### config.mk
export PLATFORM = sky130hd
export DESIGN_NAME = mem_bus_arbiter_flat
export DESIGN_NICKNAME = d
export VERILOG_FILES = /design/src/rtl/mem_bus_arbiter_pkg.sv /design/src/rtl/mem_bus_arbiter_if.sv /design/src/rtl/mem_bus_arbiter_rd_tracker.sv /design/src/rtl/mem_bus_arbiter.sv /design/src/flat_wrapper.sv
export SDC_FILE = /design/constraint.sdc
export NUM_CORES = 1
export LEC_CHECK = 0
export ABC_CLOCK_PERIOD_IN_PS = 7900
export CORE_MARGIN = 2
export CORE_UTILIZATION = 35
export CTS_CLUSTER_SIZE = 8
export DETAILED_ROUTE_END_ITERATION = 10
export PLACE_DENSITY = 0.8
export SLEW_MARGIN = 5
export SYNTH_ARGS = -nofsm -noshare
export SYNTH_HDL_FRONTEND = slang
export SYNTH_SLANG_ARGS = --single-unit
### constraint.sdc
create_clock -name clk -period 7.9 [get_ports clk]
set_input_delay 1.975 -clock clk [delete_from_list [all_inputs] [get_ports clk]]
set_output_delay 1.975 -clock clk [all_outputs]
set_load 0.03 [all_outputs]
### src/rtl/mem_bus_arbiter_pkg.sv
// Shared definitions for the Hack memory bus arbiter: default bus widths,
// master IDs, read-latency limits and the types used by the arbiter and the
// read tracker. Optional feature macro: MEM_ARB_LOCK_EN.
package mem_bus_arbiter_pkg;

    localparam int unsigned ADDR_W_DEF = 15;
    localparam int unsigned DATA_W_DEF = 16;

    localparam logic MID_CPU = 1'b0;
    localparam logic MID_DMA = 1'b1;

    localparam int unsigned RD_LAT_MIN = 1;
    localparam int unsigned RD_LAT_MAX = 4;

    // hold counter is wide enough for MAX_HOLD up to 255
    localparam int unsigned HOLD_W = 8;

    typedef enum logic [1:0] {
        WIN_NONE,
        WIN_M0,
        WIN_M1
    } winner_e;

    typedef struct packed {
        logic valid;
        logic owner;
    } rd_slot_t;

endpackage

### src/rtl/mem_bus_arbiter_if.sv
// Bus bundle between the two masters, the arbiter and the peripheral bus
// decode. The slave modport is the arbiter view; the master modport is the
// view of the requesters plus the memory returning mem_out.
// Optional feature macro: MEM_ARB_LOCK_EN (adds m1_lock).
import mem_bus_arbiter_pkg::*;

interface mem_bus_arbiter_if #(
    parameter int unsigned ADDR_W = ADDR_W_DEF,
    parameter int unsigned DATA_W = DATA_W_DEF
) ();

    logic              m0_req;
    logic              m0_we;
    logic [ADDR_W-1:0] m0_addr;
    logic [DATA_W-1:0] m0_wdata;
    logic              m0_gnt;
    logic              m0_rvalid;
    logic [DATA_W-1:0] m0_rdata;

    logic              m1_req;
    logic              m1_we;
    logic [ADDR_W-1:0] m1_addr;
    logic [DATA_W-1:0] m1_wdata;
    logic              m1_gnt;
    logic              m1_rvalid;
    logic [DATA_W-1:0] m1_rdata;
`ifdef MEM_ARB_LOCK_EN
    logic              m1_lock;
`endif

    logic [ADDR_W-1:0] mem_address;
    logic              mem_load;
    logic [DATA_W-1:0] mem_in;
    logic [DATA_W-1:0] mem_out;

    modport slave (
        input  m0_req, m0_we, m0_addr, m0_wdata,
        output m0_gnt, m0_rvalid, m0_rdata,
        input  m1_req, m1_we, m1_addr, m1_wdata,
`ifdef MEM_ARB_LOCK_EN
        input  m1_lock,
`endif
        output m1_gnt, m1_rvalid, m1_rdata,
        output mem_address, mem_load, mem_in,
        input  mem_out
    );

    modport master (
        output m0_req, m0_we, m0_addr, m0_wdata,
        input  m0_gnt, m0_rvalid, m0_rdata,
        output m1_req, m1_we, m1_addr, m1_wdata,
`ifdef MEM_ARB_LOCK_EN
        output m1_lock,
`endif
        input  m1_gnt, m1_rvalid, m1_rdata,
        input  mem_address, mem_load, mem_in,
        output mem_out
    );

endinterface

### src/rtl/mem_bus_arbiter_rd_tracker.sv
// Read ownership tracker: an RD_LAT-deep shift of {valid, owner} follows
// every issued read; when a read reaches the last stage, mem_out belongs to
// its owner, who gets a one-cycle rvalid and a held copy of the data.
import mem_bus_arbiter_pkg::*;

module mem_rd_tracker #(
    parameter int unsigned RD_LAT = 1,
    parameter int unsigned DATA_W = DATA_W_DEF
) (
    input  logic              clk,
    input  logic              rst,
    input  logic              issue_valid,
    input  logic              issue_owner,
    input  logic [DATA_W-1:0] mem_out,
    output logic              m0_rvalid,
    output logic [DATA_W-1:0] m0_rdata,
    output logic              m1_rvalid,
    output logic [DATA_W-1:0] m1_rdata
);

    rd_slot_t [RD_LAT-1:0] pipe;
    rd_slot_t              done;
    logic [DATA_W-1:0]     m0_rdata_q;
    logic [DATA_W-1:0]     m1_rdata_q;

    // advance issued reads one stage per clock; reset drops anything in flight
    always_ff @(posedge clk or posedge rst) begin
        if (rst) begin
            pipe <= '0;
        end else begin
            pipe[0] <= '{valid: issue_valid, owner: issue_owner};
            for (int unsigned i = 1; i < RD_LAT; i++) begin
                pipe[i] <= pipe[i-1];
            end
        end
    end

    assign done      = pipe[RD_LAT-1];
    assign m0_rvalid = done.valid && (done.owner == MID_CPU);
    assign m1_rvalid = done.valid && (done.owner == MID_DMA);

    // keep the last delivered word of each master until its next rvalid
    always_ff @(posedge clk or posedge rst) begin
        if (rst) begin
            m0_rdata_q <= '0;
            m1_rdata_q <= '0;
        end else begin
            if (m0_rvalid) m0_rdata_q <= mem_out;
            if (m1_rvalid) m1_rdata_q <= mem_out;
        end
    end

    // mem_out is only valid during the rvalid cycle, so it is forwarded
    // there and the held copy is shown otherwise
    assign m0_rdata = m0_rvalid ? mem_out : m0_rdata_q;
    assign m1_rdata = m1_rvalid ? mem_out : m1_rdata_q;

endmodule

### src/rtl/mem_bus_arbiter.sv
// Two-master arbiter for the 15-bit Hack memory bus. m0 (CPU) has priority,
// m1 (DMA) is protected from starvation by a hold counter, at most one
// transaction is issued per clock and read data is routed back to its issuer.
// Optional feature macro: MEM_ARB_LOCK_EN (m1 may lock the bus).
import mem_bus_arbiter_pkg::*;

module mem_bus_arbiter #(
    parameter int unsigned ADDR_W   = ADDR_W_DEF,
    parameter int unsigned DATA_W   = DATA_W_DEF,
    parameter int unsigned RD_LAT   = 1,
    parameter int unsigned MAX_HOLD = 8
) (
    input  logic            clk,
    input  logic            rst,
    mem_bus_arbiter_if.slave bus
);

    logic [HOLD_W-1:0] hold_cnt;
    winner_e           winner;
    logic              guard_trip;
    logic              lock_hold;
    logic              win_we;
    logic              rd_issue;
    logic              rd_owner;

`ifdef MEM_ARB_LOCK_EN
    logic m1_owned_q;

    // remember that m1 held the bus last cycle
    always_ff @(posedge clk or posedge rst) begin
        if (rst) m1_owned_q <= 1'b0;
        else     m1_owned_q <= bus.m1_gnt;
    end

    assign lock_hold = m1_owned_q && bus.m1_lock && bus.m1_req;
`else
    assign lock_hold = 1'b0;
`endif

    assign guard_trip = bus.m1_req && (hold_cnt == HOLD_W'(MAX_HOLD));

    // pick the winner; nothing is granted while reset is asserted
    always_comb begin
        winner = WIN_NONE;
        if (rst)                            winner = WIN_NONE;
        else if (lock_hold)                 winner = WIN_M1;
        else if (bus.m0_req && !guard_trip) winner = WIN_M0;
        else if (bus.m1_req)                winner = WIN_M1;
    end

    assign bus.m0_gnt = (winner == WIN_M0);
    assign bus.m1_gnt = (winner == WIN_M1);

    // route the winning master onto the bus; idle bus is all zero
    always_comb begin
        bus.mem_address = '0;
        bus.mem_load    = 1'b0;
        bus.mem_in      = '0;
        win_we          = 1'b0;
        case (winner)
            WIN_M0: begin
                bus.mem_address = bus.m0_addr;
                bus.mem_load    = bus.m0_we;
                bus.mem_in      = bus.m0_wdata;
                win_we          = bus.m0_we;
            end
            WIN_M1: begin
                bus.mem_address = bus.m1_addr;
                bus.mem_load    = bus.m1_we;
                bus.mem_in      = bus.m1_wdata;
                win_we          = bus.m1_we;
            end
            default: ;
        endcase
    end

    // count consecutive m0 wins that kept a requesting m1 waiting
    always_ff @(posedge clk or posedge rst) begin
        if (rst) begin
            hold_cnt <= '0;
        end else if (bus.m1_gnt || !bus.m1_req) begin
            hold_cnt <= '0;
        end else if (bus.m0_gnt && (hold_cnt != HOLD_W'(MAX_HOLD))) begin
            hold_cnt <= hold_cnt + 1'b1;
        end
    end

    assign rd_issue = (winner != WIN_NONE) && !win_we;
    assign rd_owner = (winner == WIN_M1) ? MID_DMA : MID_CPU;

    mem_rd_tracker #(
        .RD_LAT (RD_LAT),
        .DATA_W (DATA_W)
    ) u_rd_tracker (
        .clk         (clk),
        .rst         (rst),
        .issue_valid (rd_issue),
        .issue_owner (rd_owner),
        .mem_out     (bus.mem_out),
        .m0_rvalid   (bus.m0_rvalid),
        .m0_rdata    (bus.m0_rdata),
        .m1_rvalid   (bus.m1_rvalid),
        .m1_rdata    (bus.m1_rdata)
    );

endmodule

### src/flat_wrapper.sv
// flat-port wrapper written by rule: the top's interface ports become plain ports
module mem_bus_arbiter_flat 
#(
    parameter int unsigned ADDR_W   = ADDR_W_DEF,
    parameter int unsigned DATA_W   = DATA_W_DEF,
    parameter int unsigned RD_LAT   = 1,
    parameter int unsigned MAX_HOLD = 8
)
  (clk, rst, bus_m0_req, bus_m0_we, bus_m0_addr, bus_m0_wdata, bus_m0_gnt, bus_m0_rvalid, bus_m0_rdata, bus_m1_req, bus_m1_we, bus_m1_addr, bus_m1_wdata, bus_m1_gnt, bus_m1_rvalid, bus_m1_rdata, bus_mem_address, bus_mem_load, bus_mem_in, bus_mem_out);
  mem_bus_arbiter_if #(.ADDR_W(ADDR_W), .DATA_W(DATA_W)) bus_i ();
  input  logic clk;
  input  logic rst;
  input wire logic [$bits(bus_i.m0_req)-1:0] bus_m0_req;
  input wire logic [$bits(bus_i.m0_we)-1:0] bus_m0_we;
  input wire logic [$bits(bus_i.m0_addr)-1:0] bus_m0_addr;
  input wire logic [$bits(bus_i.m0_wdata)-1:0] bus_m0_wdata;
  output wire logic [$bits(bus_i.m0_gnt)-1:0] bus_m0_gnt;
  output wire logic [$bits(bus_i.m0_rvalid)-1:0] bus_m0_rvalid;
  output wire logic [$bits(bus_i.m0_rdata)-1:0] bus_m0_rdata;
  input wire logic [$bits(bus_i.m1_req)-1:0] bus_m1_req;
  input wire logic [$bits(bus_i.m1_we)-1:0] bus_m1_we;
  input wire logic [$bits(bus_i.m1_addr)-1:0] bus_m1_addr;
  input wire logic [$bits(bus_i.m1_wdata)-1:0] bus_m1_wdata;
  output wire logic [$bits(bus_i.m1_gnt)-1:0] bus_m1_gnt;
  output wire logic [$bits(bus_i.m1_rvalid)-1:0] bus_m1_rvalid;
  output wire logic [$bits(bus_i.m1_rdata)-1:0] bus_m1_rdata;
  output wire logic [$bits(bus_i.mem_address)-1:0] bus_mem_address;
  output wire logic [$bits(bus_i.mem_load)-1:0] bus_mem_load;
  output wire logic [$bits(bus_i.mem_in)-1:0] bus_mem_in;
  input wire logic [$bits(bus_i.mem_out)-1:0] bus_mem_out;
  assign bus_i.m0_req = bus_m0_req;
  assign bus_i.m0_we = bus_m0_we;
  assign bus_i.m0_addr = bus_m0_addr;
  assign bus_i.m0_wdata = bus_m0_wdata;
  assign bus_m0_gnt = bus_i.m0_gnt;
  assign bus_m0_rvalid = bus_i.m0_rvalid;
  assign bus_m0_rdata = bus_i.m0_rdata;
  assign bus_i.m1_req = bus_m1_req;
  assign bus_i.m1_we = bus_m1_we;
  assign bus_i.m1_addr = bus_m1_addr;
  assign bus_i.m1_wdata = bus_m1_wdata;
  assign bus_m1_gnt = bus_i.m1_gnt;
  assign bus_m1_rvalid = bus_i.m1_rvalid;
  assign bus_m1_rdata = bus_i.m1_rdata;
  assign bus_mem_address = bus_i.mem_address;
  assign bus_mem_load = bus_i.mem_load;
  assign bus_mem_in = bus_i.mem_in;
  assign bus_i.mem_out = bus_mem_out;
  mem_bus_arbiter #(.ADDR_W(ADDR_W), .DATA_W(DATA_W), .RD_LAT(RD_LAT), .MAX_HOLD(MAX_HOLD)) u_core (.clk(clk), .rst(rst), .bus(bus_i));
endmodule
==> results of run 1 <==
-- cells in the mapped netlist (all sizes together) --
library cell,instances,area (sq um)
inv,7,26.3
or4,4,31.3
nor2,35,131
nand3,3,15.0
a21bo,1,10.0
nor2b,2,12.5
a21oi,7,35.0
nand2,5,18.8
dfrtp,42,1050
or4b,1,10.0
o41ai,1,16.3
nand2b,2,12.5
nor3b,1,7.51
or3,2,15.0
clkbuf,8,30.0
buf,6,40.0
mux2,32,360
ha,6,75.1
a22oi,32,240
o21ai,4,20.0
and3,1,6.26
o31ai,3,22.5
a21boi,1,7.51
nor3,1,5.00
-- power by group --
group          total [mW]  switching [mW]  internal (mW)
Combinational       0.310           0.162          0.148
Sequential          0.263          0.0103          0.253
Clock               0.201          0.0747          0.127
-- registers in the layout (all words and copies together), names as in the netlist --
| name | count |
|---|---|
| u_core.u_rd_tracker.m0_rdata_q | 16 |
| u_core.u_rd_tracker.m1_rdata_q | 16 |
| u_core.hold_cnt | 8 |
| u_core.u_rd_tracker.done | 2 |
-- cells by family (layout without fill, tap and decap cells) --
kind of cell	count (synthesis)	count (layout)	share of synthesized area, %
AND/OR/NAND/NOR	57	57	12.1
buffers and inverters	21	168	4.38
multiplexers	32	32	16.4
adder cells (fa/ha/maj)	6	6	3.41
AO/OA/AOI/OAI	49	49	16.0
flip-flops	42	42	47.8
-- cell type report --
type / count / area (sq um) / area share, %
Timing Repair Buffer: 153 / 1530 / 39.3
Tap cell: 75 / 93.8 / 2.41
Clock buffer: 5 / 68.8 / 1.77
Sequential cell: 42 / 1050 / 27.0
Clock inverter: 3 / 68.8 / 1.77
Inverter: 7 / 26.3 / 0.676
Multi-Input combinational cell: 144 / 1050 / 27.1
-- worst max-delay path, cell delays in order --
cell	delay [ps]
clkdlybuf4s50_1	590
nand2_1	100
o41ai_2	410
nand3_1	160
ha_1	920
nor2_1	200
clkdlybuf4s50_1	650
-- final timing paths --
| kind | depth (start not counted) | startpoint | slack (ps) | to |
|---|---|---|---|---|
| worst max register to register | 6 | u_core.hold_cnt[2]$_DFFE_PP0P_ | 5110 | u_core.u_rd_tracker.done[1]$_DFF_PP0_ |
| min in group asynchronous | 3 | rst | 2360 | u_core.hold_cnt[2]$_DFFE_PP0P_ |
| worst min-delay path | 1 | u_core.u_rd_tracker.m1_rdata_q[11]$_DFF_PP0_ | 500 | u_core.u_rd_tracker.m1_rdata_q[11]$_DFF_PP0_ |
| worst min register to register | 1 | u_core.u_rd_tracker.m1_rdata_q[11]$_DFF_PP0_ | 500 | u_core.u_rd_tracker.m1_rdata_q[11]$_DFF_PP0_ |
| max in group asynchronous | 3 | rst | 5190 | u_core.u_rd_tracker.m1_rdata_q[10]$_DFF_PP0_ |
| worst max-delay path | 7 | bus_m1_req | 910 | bus_mem_load |
-- routing by layer --
metal	GRT usage, %	part of all wire [%]
met5	0	0
met2	36.4	51
met3	6.76	9.1
met1	20.4	37
met4	6.26	2.2
-- through the flow --
stage / cell area, sq um / hold slack, ps / power [mW] / setup WS [ps]
after floorplan: 2200 / 530 / 0.435 / 1320
after global placement: 3750 / 477 / 0.572 / 982
after detailed placement: 3750 / 485 / 0.580 / 933
after CTS: 3890 / 505 / 0.784 / 925
after global routing: 3890 / 515 / 0.810 / 671
final: 3890 / 500 / 0.775 / 914
==> results.tsv, run 1 <==
stage	metric	value	unit
global_route	grt_overflow	0	
layout	final_common_cell	clkdlybuf4s50_1	
critical_path	startpoint_type	input port	
sta	slew_headroom	21.9	%
floorplanning	fp.dieArea	6930	sq um
pwr	leakagePower	1.51	nW
global_route	grt_pass1_vias	2247	
pwr	peakVddDrop	0.000168	V
sta	grt_setup_unrepaired	no	
sta	worst_slew_pin_slew	1170	ps
critical_path	path_max_fanout	32	
clock_tree	ctsHoldBuffers	0	
placed_design	gp_congestion	0.817	
clock_tree	postCtsSetupRepairBufs	0	
yosys	syn_area	2200	sq um
floorplanning	num_rows	28	
layout	fin_nets	443	
layout	syn_to_final_growth	76.7	%
critical_path	cp-end-kind	primary output	
floorplanning	fp.dieH	83.3	microns
critical_path	worstPathRequired	5930	ps
detailed_routing	drcViolationCount	0	
run_status	status	complete, no violations	
critical_path	crit_type	input port to primary output	
global_route	globalRouteTotalUtil	19.5	%
clock_tree	cts_tree	yes	
detailed_routing	finalWirelength	6980	microns
floorplanning	boundaryPins	152	
clock_tree	cts_sinks	42	
layout	final_cells	429	
sta	post-route-period-util	88.4	%
layout	n_antenna_cell	0	
sta	setup_viol	0	
clock_tree	clk_pin_slew	70	ps
critical_path	critPathArrivalTime	5010	ps
layout	drive_gt1_share	13.0	%
detailed_routing	ant_nets	0	
global_route	antenna_found_initial	0	
sta	fmax	143	MHz
yosys	syn_inst	207	
detailed_routing	vias_per_cell	5.08	
floorplanning	coreArea	5990	sq um
sta	period_needed	6990	ps
yosys	yosys.cell_types.count	27	
layout	final_util	64.9	%
clock_tree	cts_made_buffers	5	
sta	final_hold_viol_count	0	
yosys	ys_seq_area_share	47.8	%
clock_tree	clockRootBuffer	clkbuf_8	
floorplanning	dieWidth	83.3	microns
placed_design	dp.final_hpwl	5460	microns
yosys	synth.avg_cell_area	10.6	sq um
detailed_routing	vias	2181	
yosys	yosys_warnings	0	
detailed_routing	firstDrtPassIters	6	
yosys	synth.ff_latch_count	42	
sta	fin_tns_setup	0	ps
placed_design	io_buffers	151	
layout	layout_common_cells	clkdlybuf4s50_1 (151), dfrtp_1 (42), nor2_1 (35), a22oi_1 (32), mux2_2 (32)	
detailed_routing	wl_per_cell	16.3	microns
clock_tree	cts-htree-levels	2	
floorplanning	start_util	36.7	%
job	maxCapViolations	0	
detailed_routing	drt_iter0_drc	69	
yosys	syn_nets	297	
sta	skew	4.54	ps
pwr	cellPowerDensity	199	nW/um^2
sta	drv_slew	0	
hold_path	hold_path_class	flop to flop	
clock_tree	ctsResizeCount	0	
layout	fillerInstances	500	
clock_tree	ctsLongestPathBuffers	2	
global_route	grt_max_degree	45	
placed_design	dpl.cell_count	421	
clock_tree	clk_latency	290	ps
global_route	grt_first_pass_wirelength	10900	microns
Power figures use the tool's default switching activity.
==> run 2: changes to the inputs <==
- CORE_UTILIZATION: 35 -> 38
- GPL_ROUTABILITY_DRIVEN: unset -> 0
- PLACE_DENSITY: 0.8 -> 0.86
==> run 2 against run 1 <==
Net effect:
- combinational power is essentially flat
- highest routed layer unchanged
- critical path type unchanged
- largest power group unchanged
- routed wire length shrank 1.4%
- via count grew 0.41%
==> results.tsv, run 2 (same netlist as run 1, synthesis figures left out) <==
stage	metric	value	unit
run_status	status	complete, no violations	
critical_path	cp-end-kind	primary output	
detailed_routing	wl_per_cell	16.1	microns
sta	worst_slew_pin_slew	1140	ps
clock_tree	cts_tree	yes	
sta	final_hold_viol_count	0	
critical_path	cp_slowest_cell	clkdlybuf4s50_1	
layout	layout_common_cells	clkdlybuf4s50_1 (151), dfrtp_1 (42), nor2_1 (35), a22oi_1 (32), mux2_2 (32)	
detailed_routing	firstDrtPassIters	4	
detailed_routing	vias	2190	
layout	n_antenna_cell	0	
sta	skew	1.73	ps
floorplanning	coreArea	5540	sq um
hold_path	hold_path_class	flop to flop	
pwr	cellPowerDensity	201	nW/um^2
critical_path	critPathArrivalTime	5000	ps
pwr	p_sw_share	31.4	%
floorplanning	dieWidth	80.1	microns
sta	setup_viol	0	
sta	grt_setup_unrepaired	no	
clock_tree	clk_pin_slew	80	ps
sta	drv_slew	0	
layout	multiInputGateArea	1050	sq um
layout	final_common_cell	clkdlybuf4s50_1	
sta	fmax	143	MHz
floorplanning	num_rows	27	
detailed_routing	drt_iter0_drc	68	
detailed_routing	vias_per_cell	5.13	
clock_tree	clk_latency	290	ps
critical_path	cpLargestDelayFamily	buffers and inverters	
clock_tree	cts-htree-levels	2	
pwr	pwr-share-clk	26.4	%
pwr	peakVddDrop	0.000134	V
critical_path	crit_type	input port to primary output	
pwr	leakagePower	1.52	nW
placed_design	io_buffers	151	
layout	ff_latch_area	1050	sq um
sta	fin_tns_setup	0	ps
pwr	p_total	0.782	mW
critical_path	startpoint_type	input port	
job	maxCapViolations	0	
layout	fillerInstances	425	
clock_tree	ctsHoldBuffers	0	
detailed_routing	finalWirelength	6880	microns
critical_path	cp_num_buf_inv	3	
critical_path	slowest_delay	700	ps
layout	final_cells	427	
critical_path	crit_top_cell	clkdlybuf4s50_1	
global_route	grt_first_pass_wirelength	10300	microns
pwr	switchingPower	0.245	mW
detailed_routing	drcViolationCount	0	
sta	post-route-period-util	88.3	%
global_route	globalRouteTotalUtil	20.7	%
layout	drive_gt1_share	13.2	%
clock_tree	cts_sinks	42	
global_route	grt_max_degree	43	
global_route	antenna_found_initial	0	
clock_tree	ctsResizeCount	0	
clock_tree	postCtsSetupRepairBufs	0	
placed_design	place_ws	927	ps
sta	period_needed	6980	ps
layout	reg_top3	u_core.u_rd_tracker.m0_rdata_q: 16 flops, u_core.u_rd_tracker.m1_rdata_q: 16 flops, u_core.hold_cnt: 8 flops	
critical_path	worstPathCellList	clkdlybuf4s50_1, nand2_1, o41ai_2, and3_1, ha_1, buf_4, a22oi_1, nor2_1, clkdlybuf4s50_1	
placed_design	dp.final_hpwl	5420	microns
global_route	grt_pass1_vias	2156	
placed_design	dpl.cell_count	419	
sta	slew_headroom	24.3	%
floorplanning	boundaryPins	152	
floorplanning	start_util	39.7	%
layout	fin_nets	444	
detailed_routing	ant_nets	0	
critical_path	path_max_fanout	26	
sta	fin_ws	925	ps
clock_tree	ctsLongestPathBuffers	2	
layout	syn_to_final_growth	77.1	%
clock_tree	clockRootBuffer	clkbuf_8	
pwr	p_int	0.537	mW
pwr	pwr-share-comb	40.0	%
floorplanning	fp.dieH	80.1	microns
critical_path	worstPathRequired	5930	ps
global_route	grt_overflow	0	
floorplanning	fp.dieArea	6410	sq um
pwr	seq_power_share	33.6	%
clock_tree	cts_made_buffers	5	
-- run 2: area by class of cell --
class / count / share of cell area, %
Multi-Input combinational cell: 144 / 27.0
Clock buffer: 6 / 2.12
Inverter: 7 / 0.674
Clock inverter: 2 / 1.54
Sequential cell: 42 / 27.0
Timing Repair Buffer: 154 / 39.4
Tap cell: 72 / 2.31
-- run 2: per-stage QoR --
| stage | util, % | cell area, sq um | hold WS [ps] |
|---|---|---|---|
| after floorplan | - | 2200 | 530 |
| after detailed placement | 67.8 | 3750 | 481 |
| final | 70.3 | 3900 | 494 |
| after global routing | 70.3 | 3900 | 510 |
| after global placement | 67.8 | 3750 | 477 |
| after CTS | 70.3 | 3900 | 498 |
-- run 2: power groups by stage --
| stage | clock network (mW) | logic (mW) | registers (mW) |
|---|---|---|---|
| 2_1_floorplan | 0 | 0.171 | 0.264 |
| 3_3_place_gp | 0 | 0.308 | 0.265 |
| 3_5_place_dp | 0 | 0.315 | 0.267 |
| 4_1_cts | 0.212 | 0.315 | 0.263 |
| 5_1_grt | 0.221 | 0.330 | 0.266 |
| 6_report | 0.206 | 0.313 | 0.263 |
-- run 2: layer usage --
layer | up-vias | part of all wire, % | track usage [%]
met2 | 118 | 53 | 38.9
met4 | 0 | 2.3 | 6.61
met1 | 1022 | 34 | 21.7
met3 | 13 | 9.9 | 6.74
met5 | - | 0 | 0
li1 | 1037 | - | -
-- run 2: worst reg2reg max path, stage by stage (launching register included) --
cell and delay (ps):
dfrtp_1 410, or4b_1 540, o41ai_2 350, nand3_1 170, ha_1 590, a22oi_1 330
nor2_1 80, nor2_1 110
-- run 2: path summary, 6_finish.rpt --
check                                                                   end  cells past startpoint  slack [ps]                                   startpoint
worst max-delay path                                          bus_mem_in[0]                      9         920                                   bus_m1_req
worst min-delay path            u_core.u_rd_tracker.m1_rdata_q[2]$_DFF_PP0_                      1         490  u_core.u_rd_tracker.m1_rdata_q[2]$_DFF_PP0_
worst max register to register        u_core.u_rd_tracker.done[1]$_DFF_PP0_                      7        5260               u_core.hold_cnt[2]$_DFFE_PP0P_
worst min register to register  u_core.u_rd_tracker.m1_rdata_q[2]$_DFF_PP0_                      1         490  u_core.u_rd_tracker.m1_rdata_q[2]$_DFF_PP0_
max in group asynchronous       u_core.u_rd_tracker.m0_rdata_q[5]$_DFF_PP0_                      3        5140                                          rst
min in group asynchronous                    u_core.hold_cnt[4]$_DFFE_PP0P_                      3        2410                                          rst
==> run 3: changes to the inputs <==
- ABC_CLOCK_PERIOD_IN_PS: 7900 -> 8050
- SETUP_SLACK_MARGIN: unset -> 0.5
- clock period: 7.9 -> 8.05 ns (I/O delays scaled with it)
==> run 3 against run 2 <==
Net effect:
- die area unchanged
- register-to-register slack improved by 80 ps
- clock-buffer cell count rose by 1
- sequential share of layout area increased by 0.41 points
- setup slack improved by 69 ps
- via count hardly changed
- first-iteration DRC count up 24%
- cell area decreased by 1.5%
==> results.tsv, run 3 (same netlist as run 1, synthesis figures left out) <==
stage	metric	value	unit
run_status	status	complete, no violations	
clock_tree	postCtsSetupRepairBufs	0	
critical_path	critPathArrivalTime	5040	ps
layout	n_antenna_cell	0	
clock_tree	cts-htree-levels	2	
global_route	globalRouteTotalUtil	20.8	%
global_route	grt_max_degree	43	
layout	reg_top3	u_core.u_rd_tracker.m0_rdata_q: 16 flops, u_core.u_rd_tracker.m1_rdata_q: 16 flops, u_core.hold_cnt: 8 flops	
layout	fin_nets	443	
critical_path	worstPathRequired	6040	ps
detailed_routing	finalWirelength	6850	microns
detailed_routing	ant_nets	0	
floorplanning	coreArea	5540	sq um
sta	fmax	142	MHz
pwr	cellPowerDensity	182	nW/um^2
clock_tree	ctsHoldBuffers	0	
pwr	p_total	0.700	mW
global_route	antenna_found_initial	0	
critical_path	startpoint_type	input port	
floorplanning	fp.dieH	80.1	microns
detailed_routing	drt_iter0_drc	84	
layout	final_common_cell	clkdlybuf4s50_1	
placed_design	dp.final_hpwl	5470	microns
clock_tree	cts_tree	yes	
sta	worst_slew_pin_slew	1150	ps
layout	fillerInstances	438	
sta	setup_viol	0	
sta	period_needed	7060	ps
placed_design	io_buffers	151	
sta	slew_headroom	23.2	%
sta	post-route-period-util	87.7	%
global_route	grt_first_pass_wirelength	10300	microns
detailed_routing	wl_per_cell	16.1	microns
critical_path	crit_type	input port to primary output	
floorplanning	dieWidth	80.1	microns
detailed_routing	drcViolationCount	0	
clock_tree	clk_latency	290	ps
detailed_routing	vias_per_cell	5.14	
sta	fin_tns_setup	0	ps
detailed_routing	firstDrtPassIters	4	
clock_tree	clockRootBuffer	clkbuf_8	
clock_tree	cts_made_buffers	5	
layout	drive_gt1_share	12.7	%
clock_tree	cts_sinks	42	
global_route	grt_pass1_vias	2172	
floorplanning	num_rows	27	
pwr	leakagePower	1.49	nW
hold_path	hold_path_class	flop to flop	
floorplanning	fp.dieArea	6410	sq um
clock_tree	ctsLongestPathBuffers	2	
floorplanning	start_util	39.7	%
sta	final_hold_viol_count	0	
pwr	peakVddDrop	0.000109	V
layout	syn_to_final_growth	74.5	%
sta	drv_slew	0	
sta	grt_setup_unrepaired	no	
sta	skew	2.88	ps
critical_path	cp-end-kind	primary output	
clock_tree	ctsResizeCount	0	
clock_tree	clk_pin_slew	70	ps
critical_path	path_max_fanout	26	
floorplanning	boundaryPins	152	
detailed_routing	vias	2191	
layout	final_util	69.3	%
placed_design	place_ws	1020	ps
job	maxCapViolations	0	
global_route	grt_overflow	0	
layout	layout_common_cells	clkdlybuf4s50_1 (151), dfrtp_1 (42), nor2_1 (35), a22oi_1 (32), mux2_2 (32)	
sta	fin_ws	993	ps
## run 3: path summary, 6_finish.rpt
check	from	depth (start not counted)	end	slack [ps]
max	bus_m1_req	9	bus_mem_in[0]	990
min	u_core.u_rd_tracker.m1_rdata_q[2]$_DFF_PP0_	1	u_core.u_rd_tracker.m1_rdata_q[2]$_DFF_PP0_	490
max reg2reg	u_core.hold_cnt[2]$_DFFE_PP0P_	6	u_core.u_rd_tracker.done[1]$_DFF_PP0_	5340
min reg2reg	u_core.u_rd_tracker.m1_rdata_q[2]$_DFF_PP0_	1	u_core.u_rd_tracker.m1_rdata_q[2]$_DFF_PP0_	490
max in group asynchronous	rst	3	u_core.hold_cnt[2]$_DFFE_PP0P_	5230
min in group asynchronous	rst	3	u_core.hold_cnt[4]$_DFFE_PP0P_	2440
## run 3: worst max-delay path, stage by stage
cell and delay [ps]:
clkdlybuf4s50_1 580, nand2_1 100, o41ai_2 410, nand2b_1 230, ha_1 340, buf_4 330, a22oi_1 130, nor2_1 190
clkdlybuf4s50_1 700
## run 3: layout make-up
cell class / instances / area, sq um / share of cell area (%)
timing repair buffer: 153 / 1530 / 39.8
multi-input combinational: 144 / 1050 / 27.4
inverter: 7 / 26.3 / 0.685
clock buffer: 7 / 86.3 / 2.25
clock inverter: 1 / 5.00 / 0.130
tap: 72 / 90.1 / 2.35
sequential: 42 / 1050 / 27.4
## run 3: power by group
group          internal, mW  total [mW]  switching, mW
clock                0.0692       0.136         0.0672
combinational         0.146       0.305          0.160
sequential            0.248       0.258        0.00977
total                 0.463       0.700          0.236
## run 3: per-layer routing
layer  track usage (%)  vias to the layer above  routed length, microns
li1                  -                     1032                       -
met1              20.8                     1029                    2320
met2              38.8                      118                    3680
met3              7.42                       12                     668
met4              8.31                        0                     182
met5                 0                        -                       0
## run 3: metrics by stage
step / cells / hold slack [ps] / instance area (sq um)
global placement: 418 / 477 / 3750
detailed placement: 418 / 481 / 3750
floorplan: 207 / 530 / 2200
CTS: 426 / 499 / 3840
finish: 426 / 494 / 3840
global route: 426 / 508 / 3840
